$ cat src/rtl/multicycle_controller_if.sv
// Bundle between the multicycle control unit and its datapath.
// master: controller side (consumes IR fields / status, drives control strobes).
// slave : datapath side (drives IR fields / status, consumes control strobes).
//   op, funct      IR[31:26] and IR[5:0]
//   zero           ALU zero flag
//   mem_ready      memory access completes this cycle
//   iord..pcen     datapath control strobes and mux selects
//   alucontrol     ALU operation, 3-bit code zero-extended to ALUCTRL_W
//   trap           sticky illegal-instruction flag
//   retire         one-cycle pulse when an instruction completes
//   instret        retired-instruction count, wraps modulo 2^CNT_W
interface multicycle_controller_if #(
  parameter int unsigned ALUCTRL_W = 3,
  parameter int unsigned CNT_W     = 32
);
  logic [5:0]           op;
  logic [5:0]           funct;
  logic                 zero;
  logic                 mem_ready;

  logic                 iord;
  logic                 memwrite;
  logic                 irwrite;
  logic                 regdst;
  logic                 memtoreg;
  logic                 regwrite;
  logic                 alusrca;
  logic [1:0]           alusrcb;
  logic [1:0]           pcsrc;
  logic                 pcen;
  logic [ALUCTRL_W-1:0] alucontrol;
  logic                 trap;
  logic                 retire;
  logic [CNT_W-1:0]     instret;

  modport master (
    input  op, funct, zero, mem_ready,
    output iord, memwrite, irwrite, regdst, memtoreg, regwrite, alusrca,
           alusrcb, pcsrc, pcen, alucontrol, trap, retire, instret
  );

  modport slave (
    output op, funct, zero, mem_ready,
    input  iord, memwrite, irwrite, regdst, memtoreg, regwrite, alusrca,
           alusrcb, pcsrc, pcen, alucontrol, trap, retire, instret
  );
endinterface

$ cat src/rtl/multicycle_controller.sv
// Multicycle MIPS control unit (Moore FSM).
// Sequences fetch / decode / execute / memory / writeback, stalls on the
// memory-ready handshake, traps illegal instructions and counts retirements.
// Ports:
//   clk      rising-edge clock
//   reset_n  asynchronous active-low reset (state=FETCH, instret=0, trap=0)
//   bus      multicycle_controller_if.master, see the interface header
module multicycle_controller #(
  parameter int unsigned ALUCTRL_W  = 3,
  parameter bit          ENABLE_BNE = 1'b1,
  parameter bit          ENABLE_J   = 1'b1,
  parameter int unsigned CNT_W      = 32
) (
  input  logic                    clk,
  input  logic                    reset_n,
  multicycle_controller_if.master bus
);

  localparam logic [5:0] OP_RTYPE = 6'b000000;
  localparam logic [5:0] OP_LW    = 6'b100011;
  localparam logic [5:0] OP_SW    = 6'b101011;
  localparam logic [5:0] OP_BEQ   = 6'b000100;
  localparam logic [5:0] OP_BNE   = 6'b000101;
  localparam logic [5:0] OP_ADDI  = 6'b001000;
  localparam logic [5:0] OP_J     = 6'b000010;

  localparam logic [5:0] FN_ADD = 6'b100000;
  localparam logic [5:0] FN_SUB = 6'b100010;
  localparam logic [5:0] FN_AND = 6'b100100;
  localparam logic [5:0] FN_OR  = 6'b100101;
  localparam logic [5:0] FN_SLT = 6'b101010;

  typedef enum logic [3:0] {
    S_FETCH,
    S_DECODE,
    S_MEMADR,
    S_MEMRD,
    S_MEMWB,
    S_MEMWR,
    S_EXECUTE,
    S_ALUWB,
    S_BRANCH,
    S_ADDIEX,
    S_ADDIWB,
    S_JUMP,
    S_TRAP
  } state_e;

  state_e             state_q, state_d;
  logic [CNT_W-1:0]   instret_q, instret_d;
  logic               trap_q, trap_d;

  logic [1:0]         aluop;
  logic               pcwrite;
  logic               branch;
  logic               bne_br;
  logic               funct_legal;
  logic [2:0]         alu3;
  logic               retire;

  always_comb begin
    funct_legal = 1'b0;
    unique case (bus.funct)
      FN_ADD, FN_SUB, FN_AND, FN_OR, FN_SLT: funct_legal = 1'b1;
      default:                               funct_legal = 1'b0;
    endcase
  end

  // Next-state and Moore control outputs
  always_comb begin
    state_d      = state_q;
    aluop        = 2'b00;
    pcwrite      = 1'b0;
    branch       = 1'b0;
    bne_br       = 1'b0;
    bus.iord     = 1'b0;
    bus.memwrite = 1'b0;
    bus.irwrite  = 1'b0;
    bus.regdst   = 1'b0;
    bus.memtoreg = 1'b0;
    bus.regwrite = 1'b0;
    bus.alusrca  = 1'b0;
    bus.alusrcb  = 2'b00;
    bus.pcsrc    = 2'b00;

    unique case (state_q)
      S_FETCH: begin
        bus.alusrcb = 2'b01;
        bus.pcsrc   = 2'b00;
        // IR load and PC+4 only take effect once memory delivers the word
        bus.irwrite = bus.mem_ready;
        pcwrite     = bus.mem_ready;
        if (bus.mem_ready) state_d = S_DECODE;
      end

      S_DECODE: begin
        bus.alusrcb = 2'b11;
        unique case (bus.op)
          OP_LW, OP_SW: state_d = S_MEMADR;
          OP_RTYPE:     state_d = funct_legal ? S_EXECUTE : S_TRAP;
          OP_BEQ:       state_d = S_BRANCH;
          OP_BNE:       state_d = ENABLE_BNE ? S_BRANCH : S_TRAP;
          OP_ADDI:      state_d = S_ADDIEX;
          OP_J:         state_d = ENABLE_J ? S_JUMP : S_TRAP;
          default:      state_d = S_TRAP;
        endcase
      end

      S_MEMADR: begin
        bus.alusrca = 1'b1;
        bus.alusrcb = 2'b10;
        state_d     = (bus.op == OP_LW) ? S_MEMRD : S_MEMWR;
      end

      S_MEMRD: begin
        bus.iord = 1'b1;
        if (bus.mem_ready) state_d = S_MEMWB;
      end

      S_MEMWB: begin
        bus.memtoreg = 1'b1;
        bus.regwrite = 1'b1;
        state_d      = S_FETCH;
      end

      S_MEMWR: begin
        bus.iord     = 1'b1;
        bus.memwrite = 1'b1;
        if (bus.mem_ready) state_d = S_FETCH;
      end

      S_EXECUTE: begin
        bus.alusrca = 1'b1;
        bus.alusrcb = 2'b00;
        aluop       = 2'b10;
        state_d     = S_ALUWB;
      end

      S_ALUWB: begin
        bus.regdst   = 1'b1;
        bus.regwrite = 1'b1;
        state_d      = S_FETCH;
      end

      S_BRANCH: begin
        bus.alusrca = 1'b1;
        aluop       = 2'b01;
        bus.pcsrc   = 2'b01;
        branch      = (bus.op == OP_BEQ);
        bne_br      = ENABLE_BNE && (bus.op == OP_BNE);
        state_d     = S_FETCH;
      end

      S_ADDIEX: begin
        bus.alusrca = 1'b1;
        bus.alusrcb = 2'b10;
        state_d     = S_ADDIWB;
      end

      S_ADDIWB: begin
        bus.regwrite = 1'b1;
        state_d      = S_FETCH;
      end

      S_JUMP: begin
        bus.pcsrc = 2'b10;
        pcwrite   = 1'b1;
        state_d   = S_FETCH;
      end

      S_TRAP: begin
        state_d = S_TRAP;
      end

      default: begin
        state_d = S_TRAP;
      end
    endcase
  end

  // ALU decoder
  always_comb begin
    alu3 = 3'b010;
    unique case (aluop)
      2'b00: alu3 = 3'b010;
      2'b01: alu3 = 3'b110;
      2'b10: begin
        unique case (bus.funct)
          FN_ADD:  alu3 = 3'b010;
          FN_SUB:  alu3 = 3'b110;
          FN_AND:  alu3 = 3'b000;
          FN_OR:   alu3 = 3'b001;
          FN_SLT:  alu3 = 3'b111;
          default: alu3 = 3'b010;
        endcase
      end
      default: alu3 = 3'b010;
    endcase
    bus.alucontrol      = '0;
    bus.alucontrol[2:0] = alu3;
  end

  // An instruction retires in the last cycle before returning to FETCH;
  // FETCH itself loops back while stalled and never counts.
  assign retire = (state_q != S_FETCH) && (state_d == S_FETCH);

  always_comb begin
    bus.pcen    = pcwrite | (branch & bus.zero) | (bne_br & ~bus.zero);
    bus.retire  = retire;
    bus.trap    = trap_q;
    bus.instret = instret_q;
  end

  always_comb begin
    instret_d = instret_q + CNT_W'(retire);
    trap_d    = trap_q | (state_d == S_TRAP);
  end

  always_ff @(posedge clk or negedge reset_n) begin
    if (!reset_n) begin
      state_q   <= S_FETCH;
      instret_q <= '0;
      trap_q    <= 1'b0;
    end else begin
      state_q   <= state_d;
      instret_q <= instret_d;
      trap_q    <= trap_d;
    end
  end

endmodule
$ cat src/flat_wrapper.sv
// flat-port wrapper written by rule: the top's interface ports become plain ports
module multicycle_controller_flat 
#(
  parameter int unsigned ALUCTRL_W  = 3,
  parameter bit          ENABLE_BNE = 1'b1,
  parameter bit          ENABLE_J   = 1'b1,
  parameter int unsigned CNT_W      = 32
)
  (clk, reset_n, bus_op, bus_funct, bus_zero, bus_mem_ready, bus_iord, bus_memwrite, bus_irwrite, bus_regdst, bus_memtoreg, bus_regwrite, bus_alusrca, bus_alusrcb, bus_pcsrc, bus_pcen, bus_alucontrol, bus_trap, bus_retire, bus_instret);
  multicycle_controller_if #(.ALUCTRL_W(ALUCTRL_W), .CNT_W(CNT_W)) bus_i ();
  input  logic clk;
  input  logic reset_n;
  input wire logic [$bits(bus_i.op)-1:0] bus_op;
  input wire logic [$bits(bus_i.funct)-1:0] bus_funct;
  input wire logic [$bits(bus_i.zero)-1:0] bus_zero;
  input wire logic [$bits(bus_i.mem_ready)-1:0] bus_mem_ready;
  output wire logic [$bits(bus_i.iord)-1:0] bus_iord;
  output wire logic [$bits(bus_i.memwrite)-1:0] bus_memwrite;
  output wire logic [$bits(bus_i.irwrite)-1:0] bus_irwrite;
  output wire logic [$bits(bus_i.regdst)-1:0] bus_regdst;
  output wire logic [$bits(bus_i.memtoreg)-1:0] bus_memtoreg;
  output wire logic [$bits(bus_i.regwrite)-1:0] bus_regwrite;
  output wire logic [$bits(bus_i.alusrca)-1:0] bus_alusrca;
  output wire logic [$bits(bus_i.alusrcb)-1:0] bus_alusrcb;
  output wire logic [$bits(bus_i.pcsrc)-1:0] bus_pcsrc;
  output wire logic [$bits(bus_i.pcen)-1:0] bus_pcen;
  output wire logic [$bits(bus_i.alucontrol)-1:0] bus_alucontrol;
  output wire logic [$bits(bus_i.trap)-1:0] bus_trap;
  output wire logic [$bits(bus_i.retire)-1:0] bus_retire;
  output wire logic [$bits(bus_i.instret)-1:0] bus_instret;
  assign bus_i.op = bus_op;
  assign bus_i.funct = bus_funct;
  assign bus_i.zero = bus_zero;
  assign bus_i.mem_ready = bus_mem_ready;
  assign bus_iord = bus_i.iord;
  assign bus_memwrite = bus_i.memwrite;
  assign bus_irwrite = bus_i.irwrite;
  assign bus_regdst = bus_i.regdst;
  assign bus_memtoreg = bus_i.memtoreg;
  assign bus_regwrite = bus_i.regwrite;
  assign bus_alusrca = bus_i.alusrca;
  assign bus_alusrcb = bus_i.alusrcb;
  assign bus_pcsrc = bus_i.pcsrc;
  assign bus_pcen = bus_i.pcen;
  assign bus_alucontrol = bus_i.alucontrol;
  assign bus_trap = bus_i.trap;
  assign bus_retire = bus_i.retire;
  assign bus_instret = bus_i.instret;
  multicycle_controller #(.ALUCTRL_W(ALUCTRL_W), .ENABLE_BNE(ENABLE_BNE), .ENABLE_J(ENABLE_J), .CNT_W(CNT_W)) u_core (.clk(clk), .reset_n(reset_n), .bus(bus_i));
endmodule
$ cat config.mk
export PLATFORM = sky130hd
export DESIGN_NAME = multicycle_controller_flat
export DESIGN_NICKNAME = d
export VERILOG_FILES = /design/src/rtl/multicycle_controller_if.sv /design/src/rtl/multicycle_controller.sv /design/src/flat_wrapper.sv
export SDC_FILE = /design/constraint.sdc
export NUM_CORES = 1
export LEC_CHECK = 0
export ABC_AREA = 1
export CAP_MARGIN = 10
export CORE_UTILIZATION = 50
export CTS_CLUSTER_SIZE = 24
export DETAILED_ROUTE_END_ITERATION = 7
export PLACE_DENSITY = 0.83
export SLEW_MARGIN = 20
export SYNTH_ARGS = -nofsm -noshare
export SYNTH_HDL_FRONTEND = slang
export SYNTH_SLANG_ARGS = --single-unit
$ cat constraint.sdc
create_clock -name clk -period 4.9 [get_ports clk]
set_clock_uncertainty 0.2 [all_clocks]
set_input_delay 0.49 -clock clk [delete_from_list [all_inputs] [get_ports clk]]
set_output_delay 0.49 -clock clk [all_outputs]
set_load 0.01 [all_outputs]
After elaboration in Yosys (flattened, before gate mapping)
Cells that the tools add are included.
{"block": "op_classes", "n_addsub": 1, "eq_ne": 25, "muxes": 23, "bitwise": 6, "reduce_logical": 13}
{"cell": "equality test 6 bit (second input constant)", "n": 7}
{"cell": "adder 32 x 1 -> 32 bit", "n": 1}
{"cell": "case mux 4 bit (8 select lines)", "n": 1}
{"cell": "equality test 4 bit (second input constant)", "n": 5}
{"cell": "case mux 4 bit (5 select lines)", "n": 1}
{"cell": "equality test 4 x 3 -> 1 bit (second input constant)", "n": 4}
{"cell": "2-to-1 mux 4 bit", "n": 4}
{"cell": "equality test 6 x 3 -> 1 bit (second input constant)", "n": 2}
{"cell": "case mux 3 bit (4 select lines)", "n": 1}
{"cell": "2-to-1 mux 1 bit", "n": 10}
{"cell": "OR reduction 5 bit", "n": 2}
{"cell": "equality test 4 x 2 -> 1 bit (second input constant)", "n": 2}
{"cell": "logical NOT 4 bit", "n": 2}
{"cell": "case mux 2 bit (2 select lines)", "n": 2}
{"cell": "OR reduction 2 bit", "n": 4}
{"cell": "equality test 6 x 2 -> 1 bit (second input constant)", "n": 1}
{"cell": "equality test 6 x 4 -> 1 bit (second input constant)", "n": 1}
{"cell": "logical NOT 6 bit", "n": 1}
{"cell": "case mux 2 bit (3 select lines)", "n": 1}
{"cell": "case mux 3 bit (2 select lines)", "n": 1}
{"cell": "equality test 4 x 1 -> 1 bit (second input constant)", "n": 1}
{"cell": "nonzero test 4 bit", "n": 1}
{"cell": "OR reduction 4 bit", "n": 1}
{"cell": "2-to-1 mux 3 bit", "n": 1}
{"cell": "8 further kinds", "n": 11}
{"block": "word_totals", "regBits": 37, "inputBits": 16, "out_inout_bits": 49, "wordCells": 71}

Depth between registers and ports, before layout
{"block": "depth", "depth_word": 9, "depth_mapped": 20, "ltp_nobuf": 20}

Least setup slack after synthesis
OpenSTA, ideal clock, no wires.
{"block": "synth_path", "path_kind": "input to register", "from": "input bus_funct[5]", "to": "register u_core.instret_q[18] (netlist: u_core.bus.instret[18])", "setup_time_ps": 127, "arrival_ps": 2595, "required_ps": 4573, "slack_ps": 1978, "path_stages": 20, "path_buffers": 0, "path_cell_list": "inv_1 -> nor2_1 -> nand3_1 -> nand3_1 -> nand2_1 -> nand3_1 -> nand2_1 -> inv_1 -> nand2_1 -> nor2_1 -> ha_1 -> ha_1 -> nand3_2 -> nor2_2 -> nand2_2 -> nor2_4 -> nand2_4 -> nor2_1 -> nand2_1 -> xnor2_1"}
{"block": "synth_via", "elab_chain_len": 9, "elab_cells_between_ends": 13, "cone_classes": "add/sub: 1; eq/ne: 5; mux: 4; reduce/logical: 3"}
{"item": "start: declaration", "line_no": "flat_wrapper.sv:14", "rtl": "input wire logic [$bits(bus_i.funct)-1:0] bus_funct;"}
{"item": "equality test 6 bit", "line_no": "multicycle_controller.sv:63", "rtl": "unique case (bus.funct)"}
{"item": "OR reduction 5 bit *", "line_no": "multicycle_controller.sv:63"}
{"item": "2-to-1 mux 1 bit *", "line_no": "multicycle_controller.sv:63"}
{"item": "2-to-1 mux 4 bit *", "line_no": "multicycle_controller.sv:100", "rtl": "OP_RTYPE: state_d = funct_legal ? S_EXECUTE : S_TRAP;"}
{"item": "case mux 4 bit (5 select lines) *", "line_no": "multicycle_controller.sv:98", "rtl": "unique case (bus.op)"}
{"item": "case mux 4 bit (8 select lines) *", "line_no": "multicycle_controller.sv:86", "rtl": "unique case (state_q)"}
{"item": "named net u_core.state_d[3]", "line_no": "multicycle_controller.sv:49", "rtl": "state_e state_q, state_d;"}
{"item": "logical NOT 4 bit *", "line_no": "multicycle_controller.sv:205", "rtl": "assign retire = (state_q != S_FETCH) && (state_d == S_FETCH);"}
{"item": "logical AND 1 bit *", "line_no": "multicycle_controller.sv:205"}
{"item": "named net bus_retire", "line_no": "flat_wrapper.sv:29", "rtl": "output wire logic [$bits(bus_i.retire)-1:0] bus_retire;"}
{"item": "adder 32 x 1 -> 32 bit *", "line_no": "multicycle_controller.sv:215", "rtl": "instret_d = instret_q + CNT_W'(retire);"}
{"item": "named net u_core.instret_d[18]", "line_no": "multicycle_controller.sv:50", "rtl": "logic [CNT_W-1:0] instret_q, instret_d;"}
{"item": "end signal: assignment", "line_no": "multicycle_controller.sv:226", "rtl": "instret_q <= instret_d;"}
{"item": "end: declaration", "line_no": "multicycle_controller.sv:50"}
Mark *: on every way through the listed nets, which the timed path passes. The rest lies on a longest branch.

Final worst setup path
{"block": "layout_path", "from": "input bus_funct[5]", "to": "register u_core.instret_q[30] (netlist: u_core.bus.instret[30])"}
{"block": "layout_via", "elab_chain_len": 9, "elab_cells_between_ends": 13, "cone_classes": "add/sub: 1; eq/ne: 5; mux: 4; reduce/logical: 3"}
{"item": "equality test 6 bit", "line_no": "multicycle_controller.sv:63"}
{"item": "OR reduction 5 bit *", "line_no": "multicycle_controller.sv:63"}
{"item": "2-to-1 mux 1 bit *", "line_no": "multicycle_controller.sv:63"}
{"item": "2-to-1 mux 4 bit *", "line_no": "multicycle_controller.sv:100"}
{"item": "case mux 4 bit (5 select lines) *", "line_no": "multicycle_controller.sv:98"}
{"item": "case mux 4 bit (8 select lines) *", "line_no": "multicycle_controller.sv:86"}
{"item": "named net u_core.state_d[3]", "line_no": "multicycle_controller.sv:49"}
{"item": "logical NOT 4 bit *", "line_no": "multicycle_controller.sv:205"}
{"item": "logical AND 1 bit *", "line_no": "multicycle_controller.sv:205"}
{"item": "adder 32 x 1 -> 32 bit *", "line_no": "multicycle_controller.sv:215"}
{"item": "named net u_core.instret_d[30]", "line_no": "multicycle_controller.sv:50"}
Marks and branches as above.

==> insert_results.sql <==
INSERT INTO impl_metrics (metric_group, metric, value, unit) VALUES
('clock_tree', 'postCtsResizedCells', '0', ''),
('placement', 'post_dp_cell_area', '0.00300', 'mm^2'),
('yosys', 'synth.net_count', '313', ''),
('clock_tree', 'cts_hold_repair.buffers', '0', ''),
('detailed_routing', 'dr_wl_cell', '13.8', 'um'),
('yosys', 'synth-seq-area-share', '40.3', '%'),
('power', 'power_leakage', '1.47', 'nW'),
('global_routing', 'first_global_vias', '2013', ''),
('finish', 'layout-drive-gt1-share', '8.52', '%'),
('global_routing', 'overflow', '0', ''),
('yosys', 'yosysWarnings', '0', ''),
('clock_tree', 'cts.clk_slew.worst_paths', '0.07', 'ns'),
('detailed_routing', 'total_via_count_after_detailed_routing', '2214', ''),
('clock_tree', 'post-cts-setup-buffer-count', '0', ''),
('die', 'die_w', '69.8', 'um'),
('clock_tree', 'tritoncts', 'done', ''),
('yosys', 'distinct_cell_type_count_after_synthesis', '30', ''),
('timing', 'final.setup.tns', '0', 'ns'),
('timing', 'slew_violations', '0', ''),
('power', 'ir_drop', '0.000137', 'V'),
('run', 'max_cap_violations', '0', ''),
('timing', 'final.hold.worst_slack', '0.0855', 'ns'),
('detailed_routing', 'post-route-drc-count', '0', ''),
('detailed_routing', 'drt_iter0_drc', '181', ''),
('clock_tree', 'cts-buffers-inserted', '5', ''),
('placement', 'place.gp.congestion', '0.899', ''),
('timing', 'relSlewSlack', '46.4', '%'),
('clock_tree', 'root_cell_of_the_clock_tree', 'clkbuf_8', ''),
('critical_path', 'start_of_the_worst_register_to_register_path', 'u_core.state_q[1]$_DFF_PN0_', ''),
('timing', 'clock.fmax', '302', 'MHz'),
('critical_path', 'crit_path_end_kind', 'register', ''),
('critical_path', 'worst_ep_arrival_time', '3.27', 'ns'),
('global_routing', 'global_route_wire_length_before_repair', '9560', 'um'),
('timing', 'hold_viol', '0', ''),
('clock_tree', 'cts.sinks', '37', ''),
('critical_path', 'path_cells', 'clkdlybuf4s50_1 > inv_1 > nor2_1 > nand3_1 > nand3_1 > nand2_1 > nand3_1 > nand2_1 > inv_1 > nand2_1 > nor2_1 > ha_1 > ha_1 > nand3_2 > nor2_2 > nand2_2 > nor3b_2 > nand2_1 > xor2_1', ''),
('timing', 'final_period_minus_worst_setup_slack', '3.31', 'ns'),
('clock_tree', 'clkLatencyLatePin', '0.29', 'ns'),
('placement', 'detailedPlacementHpwl', '4350', 'um'),
('die', 'design.die.area', '0.00487', 'mm^2'),
('critical_path', 'critical_path_buf_inv_count', '3', ''),
('detailed_routing', 'wirelength', '5740', 'um'),
('die', 'io_pins', '65', ''),
('timing', 'timing_worst_slew_pin_value', '0.804', 'ns'),
('run_status', 'run_status', 'finished clean', ''),
('critical_path', 'setup.worst_path.start_class', 'input port', ''),
('clock_tree', 'htree_num_levels', '2', ''),
('global_routing', 'grt_start_max_net_pins', '38', ''),
('timing', 'grt_setup_unrepaired', 'no', ''),
('finish', 'post-route-util', '71.0', '%'),
('finish', 'antenna_cells_inserted', '0', ''),
('finish', 'areaGrowthSynthToFinish', '35.6', '%'),
('finish', 'fin_nets', '384', ''),
('finish', 'nFillCells', '368', ''),
('timing', 'finalSetupViolCount', '0', ''),
('critical_path', 'ff2ff_path_depth', '16', ''),
('critical_path', 'crit_type', 'in -> reg', ''),
('global_routing', 'grt_util_all_layers', '24.6', '%'),
('detailed_routing', 'detail-route-antenna-nets', '0', ''),
('die', 'die_y', '69.8', 'um'),
('global_routing', 'antenna_violations_before_repair', '0', ''),
('critical_path', 'path_common_cell', 'nand2_1', ''),
('detailed_routing', 'drt_pre_antenna_iters', '5', ''),
('clock_tree', 'cts-root-to-sink-buffers', '2', ''),
('critical_path', 'register_to_register_setup_slack', '1.84', 'ns'),
('critical_path', 'worst_ep_required_time', '4.87', 'ns'),
('placement', 'numPortBuffers', '64', ''),
('yosys', 'syn-mean-instance-area', '7.86', 'um^2'),
('critical_path', 'cp_slowest_cell', 'clkdlybuf4s50_1', ''),
('critical_path', 'timing.critical_path.fanout_max', '5', ''),
('die', 'floorplan.initialDensity', '52.4', '%');
[worst max path at each step]
| stage | start | end | depth (start not counted) |
|---|---|---|---|
| global placement | bus_funct[5] | u_core.bus.instret[18]$_DFF_PN0_ | 21 |
| finish | bus_funct[5] | u_core.bus.instret[30]$_DFF_PN0_ | 19 |
| global route | bus_funct[5] | u_core.bus.instret[18]$_DFF_PN0_ | 21 |
| CTS | bus_funct[5] | u_core.bus.instret[18]$_DFF_PN0_ | 21 |
| detailed placement | bus_funct[5] | u_core.bus.instret[18]$_DFF_PN0_ | 21 |
| floorplan | bus_funct[5] | u_core.bus.instret[18]$_DFF_PN0_ | 20 |
[cell usage after synthesis]
library cell  instances  area [um^2]
nand2_1              56          210
nor2_1               50          188
dfrtp_1              37          926
inv_1                37          139
nand3_1              21          105
xor2_1               21          184
xnor2_1               8         70.1
nand4_1               7         43.8
ha_1                  5         62.6
nor3_1                5         25.0
nor3_2                5         50.1
nor4_1                5         31.3
o21ai_0               5         25.0
nand3_2               4         40.0
nand2_2               3         18.8
nand3b_1              3         22.5
nor2_2                3         18.8
nor2_4                3         33.8
a21oi_1               2         10.0
nand2_4               2         22.5
a21o_1                1         7.51
and3_1                1         6.26
inv_2                 1         3.75
nand2b_1              1         6.26
nor3b_1               1         7.51
nor3b_2               1         12.5
o21ai_1               1         5.00
o221ai_1              1         8.76
o22ai_1               1         6.26
or2_2                 1         6.26
[power by group]
group / total [mW] / switching, mW / internal [mW]
clock network: 0.273 / 0.107 / 0.166
logic: 0.0280 / 0.0150 / 0.0130
registers: 0.305 / 0 / 0.305
[cell families (layout without fill, tap and decap cells)]
kind of cell             Yosys count  after routing  synth area share [%]
buffers and inverters             38            110                  6.21
flip-flops                        37             37                  40.3
XOR/XNOR                          29             29                  11.1
AND/OR/NAND/NOR                  172            172                  36.9
AO/OA/AOI/OAI                     11             11                  2.72
adder cells (fa/ha/maj)            5              5                  2.72
[per-stage QoR]
step / setup WS, ns / power (mW) / cells
5_1_grt: 1.28 / 0.628 / 416
4_1_cts: 1.59 / 0.610 / 416
2_1_floorplan: 1.98 / 0.319 / 292
3_3_place_gp: 1.46 / 0.339 / 408
6_report: 1.59 / 0.607 / 416
3_5_place_dp: 1.31 / 0.339 / 408
[state kept, by name (all words and copies together) (netlist names)]
register	cells
u_core.bus.trap	1
u_core.bus.instret	32
u_core.state_q	4
[layer usage]
| metal | up-vias | routed length [um] | track usage, % |
|---|---|---|---|
| met3 | 7 | 348 | 4.80 |
| met4 | 0 | 55 | 7.33 |
| met5 | - | 0 | 0 |
| met2 | 81 | 2760 | 39.6 |
| met1 | 1048 | 2570 | 33.7 |
| li1 | 1078 | - | - |
[layout by cell type (no fill, tap or decap), types with 2 or more instances in the layout]
| cell | netlist | layout |
|---|---|---|
| nand3_2 | 4 | 4 |
| nor2_1 | 50 | 50 |
| nor3_1 | 5 | 5 |
| nand4_1 | 7 | 7 |
| nand2_2 | 3 | 3 |
| nand2_1 | 56 | 56 |
| a21oi_1 | 2 | 2 |
| inv_1 | 37 | 37 |
| nor2_4 | 3 | 3 |
| nor2_2 | 3 | 3 |
| nand3b_1 | 3 | 3 |
| clkbuf_8 | 0 | 6 |
| nand3_1 | 21 | 21 |
| dfrtp_1 | 37 | 37 |
| o21ai_0 | 5 | 5 |
| nand2_4 | 2 | 2 |
| nor4_1 | 5 | 5 |
| xor2_1 | 21 | 21 |
| xnor2_1 | 8 | 8 |
| nor3_2 | 5 | 5 |
| ha_1 | 5 | 5 |
| clkdlybuf4s50_1 | 0 | 63 |
[area by class of cell]
type,instances,area (um^2),share of cell area [%]
Tap cell,52,65.1,2.09
Sequential cell,37,926,29.7
Clock inverter,1,30.0,0.965
Timing Repair Buffer,64,636,20.4
Inverter,38,143,4.58
Clock buffer,7,86.3,2.77
Multi-Input combinational cell,217,1230,39.4
No activity file was read; power rests on OpenSTA's default activity.
